--- src/rtl/srl_var_delay_bus.sv ---
// srl_var_delay_bus: multi-channel programmable delay line with valid tracking and drain-before-change delay updates
module srl_var_delay_bus #(
  parameter int C_MAX_DELAY    = 16,
  parameter int C_DATA_WIDTH   = 32,
  parameter int C_NUM_CHANNELS = 1,
  parameter int C_RESET_DELAY  = 1,
  parameter int C_DLY_WIDTH    = 5
) (
  input  logic                                   clk,
  input  logic                                   rst,
  input  logic                                   ce,
  input  logic                                   flush,
  input  logic [C_DLY_WIDTH-1:0]                 cfg_delay,
  input  logic                                   cfg_load,
  output logic                                   cfg_busy,
  output logic [C_DLY_WIDTH-1:0]                 active_delay,
  input  logic                                   valid_in,
  input  logic [C_NUM_CHANNELS*C_DATA_WIDTH-1:0] data_in,
  output logic                                   valid_out,
  output logic [C_NUM_CHANNELS*C_DATA_WIDTH-1:0] data_out,
  output logic [C_DLY_WIDTH-1:0]                 inflight_count
);
  localparam int W = C_NUM_CHANNELS * C_DATA_WIDTH;
  localparam logic [C_DLY_WIDTH-1:0] MAXD = C_DLY_WIDTH'(C_MAX_DELAY);
  typedef enum logic {RUN, DRAIN} state_t;
  state_t state_q, state_d;
  logic [C_DLY_WIDTH-1:0] active_q, active_d, pending_q, pending_d, cnt_q, cnt_d, clamp;
  logic [C_MAX_DELAY-1:0] vld_q, vld_d, mask;
  logic [W-1:0] dat_q [C_MAX_DELAY];
  logic [W-1:0] dat_d [C_MAX_DELAY];
  logic [W-1:0] dtap;
  logic vacc, vtap;
  assign cfg_busy       = state_q == DRAIN;
  assign active_delay   = active_q;
  assign inflight_count = cnt_q;
  assign vacc           = valid_in & ~cfg_busy & ~flush;
  assign valid_out      = active_q == '0 ? vacc : vtap;
  assign data_out       = valid_out ? (active_q == '0 ? data_in : dtap) : '0;
  always_comb begin
    vtap = 1'b0;
    dtap = '0;
    for (int k = 0; k < C_MAX_DELAY; k++) begin
      mask[k] = active_q > C_DLY_WIDTH'(k);
      if (active_q == C_DLY_WIDTH'(k + 1)) begin
        vtap = vld_q[k];
        dtap = dat_q[k];
      end
    end
    // stages at or beyond the active delay are kept empty so a later, longer delay never revives stale samples
    vld_d = flush ? '0 : ce ? C_MAX_DELAY'({vld_q, vacc}) & mask : vld_q;
    dat_d[0] = ce ? data_in : dat_q[0];
    for (int k = 1; k < C_MAX_DELAY; k++) dat_d[k] = ce ? dat_q[k-1] : dat_q[k];
    cnt_d = (flush || active_q == '0) ? '0 : ce ? cnt_q + C_DLY_WIDTH'(vacc) - C_DLY_WIDTH'(vtap) : cnt_q;
    clamp = cfg_delay > MAXD ? MAXD : cfg_delay;
    pending_d = cfg_load ? clamp : pending_q;
    state_d = state_q;
    active_d = active_q;
    if (flush) begin
      state_d = RUN;
      if (cfg_load || state_q == DRAIN) active_d = pending_d;
    end else if (state_q == RUN && cfg_load) begin
      if (cnt_q == '0 && !vacc) active_d = clamp;
      else state_d = DRAIN;
    end else if (state_q == DRAIN && cnt_q == '0) begin
      state_d = RUN;
      active_d = pending_d;
    end
  end
  always_ff @(posedge clk) begin
    if (rst) begin
      state_q   <= RUN;
      active_q  <= C_DLY_WIDTH'(C_RESET_DELAY);
      pending_q <= C_DLY_WIDTH'(C_RESET_DELAY);
      cnt_q     <= '0;
      vld_q     <= '0;
    end else begin
      state_q   <= state_d;
      active_q  <= active_d;
      pending_q <= pending_d;
      cnt_q     <= cnt_d;
      vld_q     <= vld_d;
    end
  end
  always_ff @(posedge clk) dat_q <= dat_d;
endmodule

--- config.mk ---
export PLATFORM = sky130hd
export DESIGN_NAME = srl_var_delay_bus
export DESIGN_NICKNAME = d
export VERILOG_FILES = /design/src/rtl/srl_var_delay_bus.sv
export SDC_FILE = /design/constraint.sdc
export NUM_CORES = 1
export LEC_CHECK = 0
export ABC_AREA = 1
export BUFFER_PORTS_ARGS = -buffer_cell sky130_fd_sc_hd__buf_4
export CORE_MARGIN = 3
export CORE_UTILIZATION = 40
export DETAILED_ROUTE_END_ITERATION = 7
export PLACE_DENSITY_LB_ADDON = 0.08
export RECOVER_POWER = 50
export SLEW_MARGIN = 20
export SYNTH_ARGS = -nofsm -noshare
export SYNTH_HDL_FRONTEND = slang
export SYNTH_SLANG_ARGS = --single-unit
--- constraint.sdc ---
create_clock -name clk -period 3.5 [get_ports clk]
set_input_delay 0.35 -clock clk [delete_from_list [all_inputs] [get_ports clk]]
set_output_delay 0.35 -clock clk [all_outputs]
set_load 0.01 [all_outputs]
; ---- After elaboration in Yosys (flattened, before gate mapping)
; Cells that the tools add are included.
[totals]
register_bits = 544
inputBits = 43
out_inout_bits = 44
elab_cells = 123
[op_classes]
addsub = 2
n_lt_le_gt_ge = 17
n_eq_ne = 19
n_mux = 45
n_bitwise = 5
reduce_logical = 14
[ops]
columns = cell, n
row1 = 2-to-1 mux 32 bit, 18
row2 = "equality test 5 x 4 -> 1 bit, second input constant", 8
row3 = "> comparator 5 x 4 -> 1 bit, second input constant", 8
row4 = 2-to-1 mux 5 bit, 7
row5 = "equality test 5 x 3 -> 1 bit, second input constant", 4
row6 = "> comparator 5 x 3 -> 1 bit, second input constant", 4
row7 = 2-to-1 mux 1 bit, 20
row8 = bitwise AND 16 bit, 1
row9 = "equality test 5 x 2 -> 1 bit, second input constant", 2
row10 = "> comparator 5 x 1 -> 1 bit, second input constant", 2
row11 = "> comparator 5 x 2 -> 1 bit, second input constant", 2
row12 = zero test 5 bit, 2
row13 = adder 5 x 1 -> 5 bit, 1
row14 = "equality test 5 x 1 -> 1 bit, second input constant", 1
row15 = "equality test 5 bit, second input constant", 1
row16 = "> comparator 5 bit, second input constant", 1
row17 = subtractor 5 x 1 -> 5 bit, 1
row18 = OR reduction 2 bit, 2
row19 = logical AND 1 bit, 3
row20 = "inequality test 3 x 2 -> 1 bit, second input constant", 1
row21 = AND reduction 3 bit, 1
row22 = nonzero test 3 bit, 1
row23 = bitwise AND 1 bit, 2
row24 = logical OR 1 bit, 2
row25 = 6 further kinds, 7

; ---- Depth between registers and ports, before layout
[logic_depth]
depth_word = 19
ltp_mapped = 27
ltp_nobuf = 27

; ---- Least setup slack after synthesis
; Ideal clock, no wire load.
[synth_timing]
path_type = register to register
from = register active_q[0], in the netlist active_delay[0]
to = register cnt_q[4], in the netlist inflight_count[4]
setup_time_ns = 0.122
t_arrival_ns = 3.160
t_required_ns = 3.378
setup_slack_ns = 0.219
path_stages_with_launch = 28
path_buffers = 1
period_less_slack_ns = 3.281
cell_sequence = dfxtp_1 -> clkbuf_2 -> nand2_1 -> inv_1 -> nand2_2 -> or2_0 -> nand2_1 -> nand4_1 -> nand2_1 -> nand3_1 -> nand2_1 -> nand2_1 -> nand2_1 -> nand3_1 -> nand2_1 -> nand2_1 -> ha_1 -> inv_1 -> ha_1 -> inv_1 -> fa_1 -> o21ai_0 -> a21oi_1 -> nand2_1 -> nand2_1 -> nor2_1 -> nand2_1 -> nor3b_1
[synth_between]
elab_chain_len = 18
word_cells_on_any_way = 36
classes_between = add/sub: 1 / eq/ne: 16 / mux: 16 / reduce/logical: 3
[synth_lines]
columns = element, line_no
row1 = start: declaration, 27  ; logic [C_DLY_WIDTH-1:0] active_q, active_d, pending_q, pending_d, cnt_q, cnt_d, clamp;
row2 = start signal: assignment, 72  ; active_q <= C_DLY_WIDTH'(C_RESET_DELAY);
row3 = start signal: assignment, 78  ; active_q <= active_d;
row4 = equality test 5 x 1 -> 1 bit, 44  ; if (active_q == C_DLY_WIDTH'(k + 1)) begin
row5 = 2-to-1 mux 1 bit (16 in a row), 44
row6 = subtractor 5 x 1 -> 5 bit, 53  ; cnt_d = (flush || active_q == '0) ? '0 : ce ? cnt_q + C_DLY_WIDTH'(vacc) - C_DLY_WIDTH'(vtap) : cnt_q;
row7 = end signal: assignment, 80  ; cnt_q <= cnt_d;
row8 = end: declaration, 27
; Parallel ways exist; a longest one is shown, timed or not.
; A chain may end at the register's enable or synchronous reset.

; ---- Worst setup path after layout
[layout_timing]
from = register active_q[3], in the netlist active_delay[3]
to = output port data_out[24]
[layout_between]
elab_chain_len = 19
word_cells_on_any_way = 52
classes_between = eq/ne: 16 / mux: 35 / reduce/logical: 1
[layout_lines]
columns = element, line_no
row1 = equality test 5 x 1 -> 1 bit, 44
row2 = 2-to-1 mux 32 bit or 2-to-1 mux 1 bit (tied branches) (16 in a row), 44
row3 = 2-to-1 mux 32 bit or 2-to-1 mux 1 bit (tied branches), "38, 37"
row4 = 2-to-1 mux 32 bit (*), 38  ; assign data_out = valid_out ? (active_q == '0 ? data_in : dtap) : '0;
row5 = end: declaration, 20  ; output logic [C_NUM_CHANNELS*C_DATA_WIDTH-1:0] data_out,
; Mark *: on every way between the ends. The rest lies on a longest branch, timed or not.

==> results.md <==
- Overall routed net length: 56,900 um
- Period utilisation layout: 93.9%
- Leak: 10.0 nW
- Comb power frac: 10.6%
- Summed negative setup slack over all endpoints: 0 ns
- Clock latency on the worst-skew pair: 0.62 ns
- Die X: 241 um
- Most frequent cells in the layout: 595 x nand2_1, 512 x edfxtp_1, 142 x inv_1
- Launching instance or port of the critical path: active_delay[3]
- Fmax achieved: 304 MHz
- Share of power burned in the clock network: 38.9%
- Buffers from clock root to sink, at most: 3
- Internal portion of total power: 11.6 mW
- Maximum level of the CTS H-tree: 2
- Number of cells on the worst reg-to-reg path: 27
- Mean Syn Cell Area: 11.6 um2
- Number of max-cap violations: 0
- Vias in the first global route: 13,900
- Initial core utilization: 40.8%
- # placed instances: 2,663
- Total track usage: 19.5%
- Sequential power share: 50.5%
- Worst-Margin Slew: 0.890 ns
- Placeable core region: 54,200 um2
- Clock edge transition at the registers on the reported setup and hold paths: 0.06 ns
- Max-slew violation count: 0
- Cell types occupying the most area after synthesis: edfxtp_1 70%, nand2_1 10%, nand3_1 3.0%
- Yosys warnings: 0
- Root buffer cell: clkbuf_16
- Most common cell after layout, fill and taps aside: nand2_1
- Row cnt: 85
- Via Count: 14,400
- GPL Wtd Cong: 0.781
- DRC violations left: 0
- RSZ-0062 raised after global routing: true
- Area of all placed cells without fillers: 26,200 um2
- Maximum number of pins on one net before global-route repair: 148
- Fraction of final layout cells sized beyond drive strength 1: 16.8%
- Number of nets in the finished design: 2,121
- Count of final setup violators: 0
- Register area share after synthesis: 72.4%
- Iteration count of the initial detailed-routing pass: 5
- Depth of the worst hold-timing path: 3
- Outcome: finished, final reports clean
- Number of flip-flops and latches in the synthesized netlist: 544
- First-pass GRT wire length: 85,600 um
- Total congestion overflow: 0
- Worst hold margin: 0.0618 ns
- Layout-stage area growth over the synthesis result: 18.6%
- Data arrival at the endpoint of the critical path: 2.94 ns
- Die area: 58,200 um2
- Gate count after technology mapping: 1,907
- Detailed-placement wirelength estimate: 30,900 um
- Final antenna-violating net count: 0
- Non-filler cells in the finished layout: 2,815
- Minimum clock period after layout: 3.29 ns
- P per Cell Area: 585 nW/um2
- Detailed-route vias per instance: 5.10
- Final Hold Fails: 0
- Cell type with the largest total area after synthesis: edfxtp_1
- Net switching share of the total power: 24.6%
- Critical Path End Type: output pin
- Kind of critical path: reg -> out
- Total standard cell area after synthesis: 22,100 um2
- Routed length per instance: 20.2 um
- NetSw: 3.77 mW
- Boundary pin count: 87
- Worst min-delay path startpoint: cfg_delay[4]
- Fill count: 4,986
- Syn nets: 1,957
- Worst setup skew after layout: 0.0199 ns
- Worst IR drop on VDD: 0.000387 V
- Number of library cell types mapped by synthesis: 36
- Number of DRC markers after the initial detailed-route iteration: 1,228
- Clock Sinks: 544
- Antenna Cells: 0
- Area after detailed placement: 23,800 um2
- Maximum net fanout on the critical path: 16
- Crit Reg-Reg Startpoint: active_delay[3]
- Area fraction of the dominant cell type after synthesis: 69.5%
- Element type at the critical path start: flop
- CTS Buf Count: 58
- Slew HR: 40.7%
- Required time of the worst setup path: 3.15 ns
- HP Class: in -> reg
- Initial antenna violation count: 0
- Die Span Y: 241 um
- Clock tree from TritonCTS: done
- Port-buffer cells: 86
what timing repair did:
| item | CTS | global route |
|---|---|---|
| cloned | 0 | 2 |
| setup buffers | 0 | 7 |
| pin swaps | 0 | 15 |
| resized for setup | 18 | 51 |
| endpoints found under the setup margin | 33 | 35 |
| hold buffers | 35 | 0 |
| hold endpoints to repair | 38 | 0 |
layout make-up:
cell class | count | area [um2] | share of cell area, %
tap | 696 | 871 | 3.32
clock inverter | 36 | 289 | 1.10
sequential | 544 | 16000 | 61.1
timing repair buffer | 185 | 1590 | 6.06
multi-input combinational | 1132 | 5370 | 20.5
inverter | 150 | 568 | 2.16
clock buffer | 72 | 1530 | 5.81
critical path: stages, from the launching register on:
cell	delay, ns
dfxtp_4	0.37
nor2_4	0.19
nand2_4	0.12
nor2_4	0.17
buf_12	0.21
inv_1	0.10
or2_2	0.27
nand2_1	0.07
nand4_1	0.09
nand2_1	0.10
nand3_1	0.12
nand2_1	0.08
nand2_1	0.05
nand2_1	0.05
nand2_1	0.04
nand2_1	0.09
nor2_1	0.05
buf_4	0.13
layer usage:
metal  part of all wire (%)  track usage, %  up-vias
met4                    1.8            4.45        0
li1                       -               -     6878
met2                     48            31.5      323
met5                      0               0        -
met1                     46            28.0     7084
met3                    5.0            2.90       73
state kept, by name (all words and copies together), names as in the netlist:
signal          count
vld_q              16
pending_q           5
inflight_count      5
dat_q             512
cfg_busy            1
active_delay        5
path summary, 6_finish.rpt:
| kind | to | slack (ns) |
|---|---|---|
| worst max-delay path | data_out[24] | 0.21 |
| worst min register to register | dat_q[170] | 0.44 |
| worst max register to register | inflight_count[4] | 0.28 |
| worst min-delay path | pending_q[4] | 0.06 |
kinds of logic after synthesis:
| group | count (synthesis) | synth area share, % |
|---|---|---|
| flip-flops | 544 | 72.4 |
| AO/OA/AOI/OAI | 155 | 3.67 |
| XOR/XNOR | 1 | 0.0396 |
| AND/OR/NAND/NOR | 969 | 19.4 |
| buffers and inverters | 231 | 4.02 |
| adder cells (fa/ha/maj) | 7 | 0.430 |
through the flow:
| stage | setup WS (ns) | power, mW | util (%) |
|---|---|---|---|
| final | 0.214 | 15.3 | 48.4 |
| after global routing | -0.0340 | 16.0 | 48.4 |
| after CTS | 0.00301 | 15.5 | 48.1 |
| after detailed placement | 0.0181 | 9.42 | 43.9 |
| after global placement | 0.0870 | 9.41 | 43.9 |
| after floorplan | 0.219 | 8.65 | - |
synth_stat cells:
library cell,n
nor4_1,1
o21ai_0,48
buf_6,1
o21a_1,1
or2_0,3
nor3b_1,3
buf_2,7
o211ai_1,4
clkbuf_2,1
buf_4,1
clkinv_1,1
or2_2,104
edfxtp_1,512
inv_1,148
o41ai_1,1
fa_1,1
o31ai_1,1
nand4_1,75
a21boi_0,1
xor2_1,1
a22oi_1,2
nand2_2,2
dfxtp_1,32
nand3_1,134
nor2_1,38
buf_1,3
o21bai_1,2
inv_2,1
ha_1,6
nor2_4,2
nand2_1,603
a21oi_1,94
clkbuf_1,68
nor2_2,2
a311oi_1,1
nor3_1,2
power by group through the flow:
stage / sequential (mW) / combinational, mW / clock (mW)
floorplan: 7.80 / 0.846 / 0
global placement: 7.86 / 1.55 / 0
detailed placement: 7.87 / 1.54 / 0
CTS: 7.74 / 1.60 / 6.15
global route: 7.79 / 1.84 / 6.39
finish: 7.74 / 1.63 / 5.97
(Power assumes the default switching activity.)
